`src/rtl/girl_anim_pkg.sv`:
```
// Shared types and constants for the girl sprite animation controller.
// Build option: define GIRL_ANIM_JUMP_EN to include the JUMP state.
package girl_anim_pkg;

    typedef enum logic [3:0] {
        ST_IDLE  = 4'b0000,
        ST_RUN_R = 4'b0001,
        ST_RUN_L = 4'b0010,
        ST_JUMP  = 4'b0011
    } state_e;

    typedef enum logic [1:0] {
        DIR_NONE = 2'd0,
        DIR_R    = 2'd1,
        DIR_L    = 2'd2
    } dir_e;

    localparam int unsigned MIN_JUMP = 2;

`ifdef GIRL_ANIM_JUMP_EN
    localparam bit JUMP_EN = 1'b1;
`else
    localparam bit JUMP_EN = 1'b0;
`endif

    // Both keys held cancel out to no direction.
    function automatic dir_e decode_dir(input logic l, input logic r);
        dir_e d;
        d = DIR_NONE;
        unique case (1'b1)
            (r & ~l): d = DIR_R;
            (l & ~r): d = DIR_L;
            default:  d = DIR_NONE;
        endcase
        return d;
    endfunction

    function automatic state_e dir2state(input dir_e d);
        state_e s;
        s = ST_IDLE;
        unique case (d)
            DIR_R:   s = ST_RUN_R;
            DIR_L:   s = ST_RUN_L;
            default: s = ST_IDLE;
        endcase
        return s;
    endfunction

endpackage

```
`src/rtl/girl_anim_if.sv`:
```
// Key inputs and sprite outputs between the controller shell and its FSM.
interface girl_anim_if;

    logic       key_left;
    logic       key_right;
    logic       key_up;
    logic       on_ground;
    logic [3:0] girl_status;
    logic       anim_frame;
    logic       facing_left;

    modport master (
        output key_left, key_right, key_up, on_ground,
        input  girl_status, anim_frame, facing_left
    );

    modport slave (
        input  key_left, key_right, key_up, on_ground,
        output girl_status, anim_frame, facing_left
    );

endinterface

```
`src/rtl/frame_tick_det.sv`:
```
// Two-flop synchronizer and rising-edge detector for the vsync frame clock.
// Edges are ignored until frame_clk has been seen low after reset.
module frame_tick_det (
    input  logic Clk,
    input  logic Reset,
    input  logic frame_clk,
    output logic frame_tick
);

    logic       r_sync1;
    logic       r_sync2;
    logic       r_prev;
    logic       r_armed;
    logic       r_tick;
    logic [1:0] r_warm;

    always_ff @(posedge Clk) begin
        if (Reset) begin
            r_sync1 <= 1'b0;
            r_sync2 <= 1'b0;
            r_prev  <= 1'b0;
            r_armed <= 1'b0;
            r_tick  <= 1'b0;
            r_warm  <= 2'd0;
        end else begin
            r_sync1 <= frame_clk;
            r_sync2 <= r_sync1;
            r_prev  <= r_sync2;
            if (r_warm != 2'd2)
                r_warm <= r_warm + 2'd1;
            // r_sync2 only reflects a real sample once r_warm reaches 2.
            if (r_warm == 2'd2 && !r_sync2)
                r_armed <= 1'b1;
            r_tick <= r_armed & r_sync2 & ~r_prev;
        end
    end

    assign frame_tick = r_tick;

endmodule

```
`src/rtl/girl_anim_ctrl_fsm.sv`:
```
// Sprite state machine: direction/jump decisions, idle hold and run animation.
module girl_anim_ctrl_fsm
    import girl_anim_pkg::*;
#(
    parameter int ANIM_DIV  = 6,
    parameter int IDLE_HOLD = 2
) (
    input  logic          i_clk,
    input  logic          i_rst,
    input  logic          i_tick,
    girl_anim_if.slave    bus
);

    localparam logic [3:0] ANIM_LAST = 4'(ANIM_DIV - 1);
    localparam logic [2:0] HOLD      = 3'(IDLE_HOLD);
    localparam logic [1:0] JUMP_LAST = 2'(MIN_JUMP - 1);

    state_e     r_state;
    logic [2:0] r_idle_cnt;
    logic [3:0] r_anim_cnt;
    logic [1:0] r_jump_cnt;
    logic       r_anim_frame;
    logic       r_facing_left;

    state_e     w_state_nxt;
    dir_e       w_dir;
    logic [2:0] w_idle_inc;
    logic [2:0] w_idle_nxt;
    logic [3:0] w_anim_nxt;
    logic [1:0] w_jump_nxt;
    logic       w_frame_nxt;
    logic       w_face_nxt;
    logic       w_jump_go;
    logic       w_is_run;

    always_comb begin
        w_dir       = decode_dir(bus.key_left, bus.key_right);
        w_state_nxt = r_state;
        w_idle_inc  = r_idle_cnt + 3'd1;
        w_idle_nxt  = r_idle_cnt;
        w_jump_nxt  = r_jump_cnt;
        w_anim_nxt  = 4'd0;
        w_frame_nxt = 1'b0;
        w_face_nxt  = r_facing_left;
        w_is_run    = (r_state == ST_RUN_R) || (r_state == ST_RUN_L);
        w_jump_go   = JUMP_EN & bus.key_up & bus.on_ground
                    & (r_state != ST_JUMP);

        unique case (w_dir)
            DIR_L:   w_face_nxt = 1'b1;
            DIR_R:   w_face_nxt = 1'b0;
            default: w_face_nxt = r_facing_left;
        endcase

        if (w_jump_go) begin
            w_state_nxt = ST_JUMP;
        end else begin
            unique case (r_state)
                ST_IDLE: w_state_nxt = dir2state(w_dir);
                ST_RUN_R, ST_RUN_L: begin
                    if (w_dir != DIR_NONE) begin
                        w_state_nxt = dir2state(w_dir);
                        w_idle_nxt  = 3'd0;
                    end else if (w_idle_inc == HOLD) begin
                        w_state_nxt = ST_IDLE;
                    end else begin
                        w_idle_nxt = w_idle_inc;
                    end
                end
                ST_JUMP: begin
                    if (r_jump_cnt == JUMP_LAST && bus.on_ground)
                        w_state_nxt = dir2state(w_dir);
                    else if (r_jump_cnt != JUMP_LAST)
                        w_jump_nxt = r_jump_cnt + 2'd1;
                end
                default: w_state_nxt = ST_IDLE;
            endcase
        end

        if (w_state_nxt != r_state) begin
            w_idle_nxt  = 3'd0;
            w_jump_nxt  = 2'd0;
        end else if (w_is_run) begin
            if (r_anim_cnt == ANIM_LAST) begin
                w_anim_nxt  = 4'd0;
                w_frame_nxt = ~r_anim_frame;
            end else begin
                w_anim_nxt  = r_anim_cnt + 4'd1;
                w_frame_nxt = r_anim_frame;
            end
        end
    end

    always_ff @(posedge i_clk) begin
        if (i_rst) begin
            r_state       <= ST_IDLE;
            r_idle_cnt    <= 3'd0;
            r_anim_cnt    <= 4'd0;
            r_jump_cnt    <= 2'd0;
            r_anim_frame  <= 1'b0;
            r_facing_left <= 1'b0;
        end else if (i_tick) begin
            r_state       <= w_state_nxt;
            r_idle_cnt    <= w_idle_nxt;
            r_anim_cnt    <= w_anim_nxt;
            r_jump_cnt    <= w_jump_nxt;
            r_anim_frame  <= w_frame_nxt;
            r_facing_left <= w_face_nxt;
        end
    end

    assign bus.girl_status = r_state;
    assign bus.anim_frame  = r_anim_frame;
    assign bus.facing_left = r_facing_left;

endmodule

```
`src/rtl/girl_anim_ctrl.sv`:
```
// Girl sprite animation controller top: frame tick detection plus sprite FSM.
// Build option: define GIRL_ANIM_JUMP_EN to include the JUMP state.
module girl_anim_ctrl #(
    parameter int ANIM_DIV  = 6,
    parameter int IDLE_HOLD = 2
) (
    input  logic       Clk,
    input  logic       Reset,
    input  logic       frame_clk,
    input  logic       key_left,
    input  logic       key_right,
    input  logic       key_up,
    input  logic       on_ground,
    output logic [3:0] girl_status,
    output logic       anim_frame,
    output logic       facing_left,
    output logic       frame_tick
);

    logic w_tick;

    girl_anim_if u_bus ();

    frame_tick_det u_det (
        .Clk        (Clk),
        .Reset      (Reset),
        .frame_clk  (frame_clk),
        .frame_tick (w_tick)
    );

    assign u_bus.key_left  = key_left;
    assign u_bus.key_right = key_right;
    assign u_bus.key_up    = key_up;
    assign u_bus.on_ground = on_ground;

    girl_anim_ctrl_fsm #(
        .ANIM_DIV  (ANIM_DIV),
        .IDLE_HOLD (IDLE_HOLD)
    ) u_fsm (
        .i_clk  (Clk),
        .i_rst  (Reset),
        .i_tick (w_tick),
        .bus    (u_bus.slave)
    );

    assign girl_status = u_bus.girl_status;
    assign anim_frame  = u_bus.anim_frame;
    assign facing_left = u_bus.facing_left;
    assign frame_tick  = w_tick;

endmodule

```
`config.mk`:
```
export PLATFORM = sky130hd
export DESIGN_NAME = girl_anim_ctrl
export DESIGN_NICKNAME = d
export VERILOG_FILES = /design/src/rtl/girl_anim_pkg.sv /design/src/rtl/girl_anim_if.sv /design/src/rtl/frame_tick_det.sv /design/src/rtl/girl_anim_ctrl_fsm.sv /design/src/rtl/girl_anim_ctrl.sv
export SDC_FILE = /design/constraint.sdc
export NUM_CORES = 1
export LEC_CHECK = 0
export CAP_MARGIN = 20
export CORE_MARGIN = 2
export CORE_UTILIZATION = 52
export CTS_BUF_LIST = sky130_fd_sc_hd__clkbuf_2
export CTS_CLUSTER_SIZE = 30
export DETAILED_ROUTE_END_ITERATION = 7
export HOLD_SLACK_MARGIN = 0.12
export PLACE_DENSITY_LB_ADDON = 0.15
export RECOVER_POWER = 50
export SETUP_SLACK_MARGIN = 0.5
export SLEW_MARGIN = 20
export SYNTH_ARGS = -nofsm -noshare
export SYNTH_HDL_FRONTEND = slang
export SYNTH_SLANG_ARGS = --single-unit
export TNS_END_PERCENT = 50
```
`constraint.sdc`:
```
create_clock -name Clk -period 1.8 [get_ports Clk]
set_clock_uncertainty 0.1 [all_clocks]
set_input_delay 0.18 -clock Clk [delete_from_list [all_inputs] [get_ports Clk]]
set_output_delay 0.18 -clock Clk [all_outputs]
set_load 0.05 [all_outputs]
```
==> summary.log <==
qor: clock_network.clock_tree.htree_level_count 1
qor: synth.synth.area.top_cells dfxtp_1, ha_1, nor2_1, a21oi_1, clkbuf_8
qor: place.gp_congestion 0.849
qor: synth.synthesis.yosys.warnings 0
qor: synth.cell_area_after_technology_mapping 0.00127 mm^2
qor: synth.syn-num-nets 163
qor: status.violations setup timing
qor: timing.final.setup.tns -0.0538 ns
qor: global_route.number_of_global_route_vias_before_repair 1,184
qor: timing.period_share 1.02
qor: timing.fin_crit 1.84 ns
qor: setup_path.regToRegEndpoint u_fsm.r_idle_cnt[1]
qor: synth.synth_enable_flop_cells 0
qor: power_and_ir_drop.power_leakage 0.658 nW
qor: timing.grt_setup_unrepaired yes
qor: final_layout.post_route_cells_drive_above_1_share 0.385
qor: power_and_ir_drop.power_per_cell_area 563 mW/mm^2
qor: setup_path.worstPathCellList inv_2 > ha_4 > nand3b_1 > buf_4 > o22ai_2 > o211ai_4 > buf_6 > buf_6 > nand3_2 > a31oi_1
qor: place.io_buffer_count 12
qor: place.pre_cts_ws -0.506 ns
qor: synth.synth_seq_cells 22
qor: synth.synth_cell_types 43
qor: setup_path.reg2regPathDepth 10
qor: routing.route.antenna.remaining_nets 0
qor: clock_network.numCtsBuffers 3
qor: power_and_ir_drop.power.ir.vdd_worst 484 uV
qor: floorplan.die-area 0.00286 mm^2
qor: flow_run.timing.max_cap.violations 0
qor: timing.slew_violations 0
qor: setup_path.path_buf_inv 4
qor: routing.dr_total_vias 1,197
qor: floorplan.i_o_pin_total 14
qor: timing.timing_worst_slew_pin_value 0.299 ns
qor: synth.post-synth-top-area-cell dfxtp_1
qor: timing.fin_hold_ws 0.263 ns
qor: power_and_ir_drop.intPower 0.695 mW
qor: timing.max_clock_freq 545 MHz
qor: hold_path.endpoint_of_the_worst_hold_path u_fsm.bus.facing_left
qor: setup_path.path_delay_family compound AO/OA/AOI/OAI gates
qor: power_and_ir_drop.seq_power_share 0.550
qor: final_layout.areaGrowthSynthToFinish 35.1%
qor: synth.seq_area_frac_synth 0.346
qor: clock_network.worstSkewPairLatency 0.31 ns
qor: global_route.grt_max_degree 13
qor: timing.post-route-worst-setup-slack -0.0357 ns
qor: place.post_dp_cell_area 0.00149 mm^2
qor: setup_path.critPathMostFrequentCell buf_6
qor: routing.dr.pass1.iters 4
qor: clock_network.clk_pin_slew_worst_paths 0.19 ns
qor: clock_network.clock_sinks 22
qor: setup_path.rr_startpoint u_fsm.r_jump_cnt[1]
qor: clock_network.clock_path_buffers 2
qor: power_and_ir_drop.power.total 0.966 mW
qor: routing.finalWirelength 3140 um
qor: global_route.grt_pass1_wl 5120 um
qor: power_and_ir_drop.p_sw_frac 0.281
qor: setup_path.cp_data_arrival_time 1.98 ns
qor: clock_network.cts-root-buf clkbuf_2
qor: clock_network.cts_tree built
qor: status.outcome finished, violations left
qor: setup_path.critical-path-slowest-cell dfxtp_2
qor: final_layout.final_net_count 196
qor: power_and_ir_drop.share_clk_of_total_power 0.204
qor: hold_path.hold_crit_path_type input pin to flip-flop
qor: synth.synth_common_cells dfxtp_1, nor2_1, a21oi_1, nand2_1, ha_1
qor: synth.post-synth-top-area-fraction 0.346
qor: timing.slew-limit-headroom 0.800
qor: floorplan.initial_utilization 0.564
qor: power_and_ir_drop.switching_component_of_the_power 0.272 mW
qor: final_layout.finish.instance_area 0.00172 mm^2
qor: setup_path.critical_path_class flip-flop to flip-flop
qor: hold_path.worstHoldStart key_right
qor: clock_network.postCtsHoldBufs 0
qor: global_route.globalRouteOverflowTotal 0
qor: routing.drc 0
qor: final_layout.ant_diodes 0
qor: setup_path.endpoint_kind flip-flop
qor: power_and_ir_drop.share_comb_of_total_power 0.247
qor: synth.avgSynthCellArea 8.65 um^2
qor: synth.synth.most_common_cell dfxtp_1
qor: floorplan.core 0.00225 mm^2
qor: setup_path.worst_setup_path_start_kind flip-flop
qor: synth.synthesis.instances 147
qor: synth.async_reset_ff_frac 0
qor: routing.route.detailed.wl_per_inst 15.2 um
qor: setup_path.cp_data_required_time 1.95 ns
qor: setup_path.r2r_setup_slack -0.04 ns
qor: setup_path.worst_path_largest_cell_delay 0.38 ns
qor: global_route.antenna_violations_before_repair 0
qor: floorplan.fp-row-count 17
qor: routing.post_drt_via_cell_ratio 5.78
qor: floorplan.die-width 53.4 um
qor: routing.detailedRoute.firstIterationViolations 28
qor: global_route.grt_util_all_layers 0.244
qor: timing.finalHoldViolCount 0
qor: timing.setup_viol 3
qor: synth.yosys_most_used_dff dfxtp_1
qor: floorplan.die_height 53.4 um
qor: setup_path.peak_fanout_along_the_critical_path 5
qor: hold_path.hold_depth 3
qor: place.dp.final_hpwl 2060 um
==> cell families after synthesis <==
logic type | count (synthesis) | share of synthesized area
and+or+nand+nor | 63 | 0.270
AOI/OAI and AO/OA | 33 | 0.188
xor gates and xnor gates | 3 | 0.0207
DFF | 22 | 0.346
buffers and inverters | 17 | 0.0866
adders and majority gates | 9 | 0.0886
==> tightest hold or removal path: cells and delay by family <==
kind            cells  cell delay, ns
buf+inv             1            0.27
compound gates      1            0.05
fa+ha+maj           1            0.15
==> sequential cells by signal, indices dropped and copies added, names as in the netlist <==
signal / cells
u_det.frame_tick: 1
u_det.r_armed: 1
u_det.r_prev: 1
u_det.r_sync1: 1
u_det.r_sync2: 1
u_det.r_warm: 2
u_fsm.bus.anim_frame: 1
u_fsm.bus.facing_left: 1
u_fsm.bus.girl_status: 4
u_fsm.r_anim_cnt: 4
u_fsm.r_idle_cnt: 3
u_fsm.r_jump_cnt: 2
==> metrics by stage <==
| stage | util | cells |
|---|---|---|
| 6_report | 0.762 | 207 |
| 5_1_grt | 0.762 | 207 |
| 4_1_cts | 0.735 | 205 |
| 3_5_place_dp | 0.663 | 193 |
| 3_3_place_gp | 0.663 | 193 |
| 2_1_floorplan | - | 147 |
==> per-layer routing <==
metal | vias up | track usage | routed length [um]
met5 | - | 0 | 0
met4 | 0 | 0.0556 | 16
met3 | 2 | 0.0339 | 130
met2 | 25 | 0.436 | 1630
met1 | 578 | 0.306 | 1370
li1 | 592 | - | -
==> power by group through the flow <==
stage	logic (mW)	clock network, mW	registers, mW
final	0.239	0.197	0.531
after detailed placement	0.207	0	0.543
after CTS	0.228	0.205	0.532
after floorplan	0.142	0	0.541
after global routing	0.272	0.224	0.537
after global placement	0.200	0	0.541
==> cell usage in the layout, fill, tap and decap left out, types with 2 or more instances in the layout <==
master,Yosys,routed
ha_1,9,5
clkdlybuf4s50_1,0,3
nand4b_1,4,4
nand4_1,3,3
inv_2,0,2
nand2_1,10,9
a32oi_1,2,2
or3_1,2,2
a21oi_2,0,2
nor3b_1,2,2
nor2_1,19,19
o31ai_1,2,2
a31oi_1,5,4
ha_4,0,3
buf_2,1,3
dfxtp_2,0,5
inv_1,8,6
nand3_2,0,2
dfxtp_1,22,13
nor3_1,3,3
nand3b_1,3,3
buf_4,0,20
dfxtp_4,0,4
buf_8,0,5
buf_6,2,3
dlygate4sd2_1,0,2
nor2b_1,3,3
or2_4,0,2
a311oi_1,3,2
clkbuf_2,0,4
nand3_1,5,3
a21oi_1,11,9
==> worst max path at each step <==
| stage | to | cells past startpoint | start |
|---|---|---|---|
| finish | u_fsm.r_idle_cnt[1] | 10 | u_fsm.r_jump_cnt[1] |
| global route | u_fsm.r_idle_cnt[1] | 10 | u_fsm.r_jump_cnt[1] |
| CTS | u_fsm.r_idle_cnt[2] | 6 | u_fsm.r_idle_cnt[0] |
| detailed placement | u_fsm.r_anim_cnt[2] | 9 | key_right |
| global placement | u_fsm.r_anim_cnt[2] | 9 | key_right |
| floorplan | u_fsm.bus.anim_frame | 6 | u_fsm.bus.girl_status[2] |
==> repair_timing <==
| item | in CTS | in global routing |
|---|---|---|
| pin swaps | 7 | 9 |
| gates resized for setup | 40 | 11 |
| buffers inserted | 7 | 2 |
| cloned | 1 | 0 |
| setup endpoints to repair | 18 | 15 |
==> area by class of cell <==
| type | instances | area [um^2] |
|---|---|---|
| clock buffers | 4 | 20.0 |
| inverters | 8 | 30.0 |
| multi-input cells | 108 | 830 |
| repair buffers | 37 | 342 |
| flip-flops and latches | 22 | 462 |
| fillers | 164 | 537 |
| well taps | 28 | 35.0 |
Power figures use the tool's default switching activity.
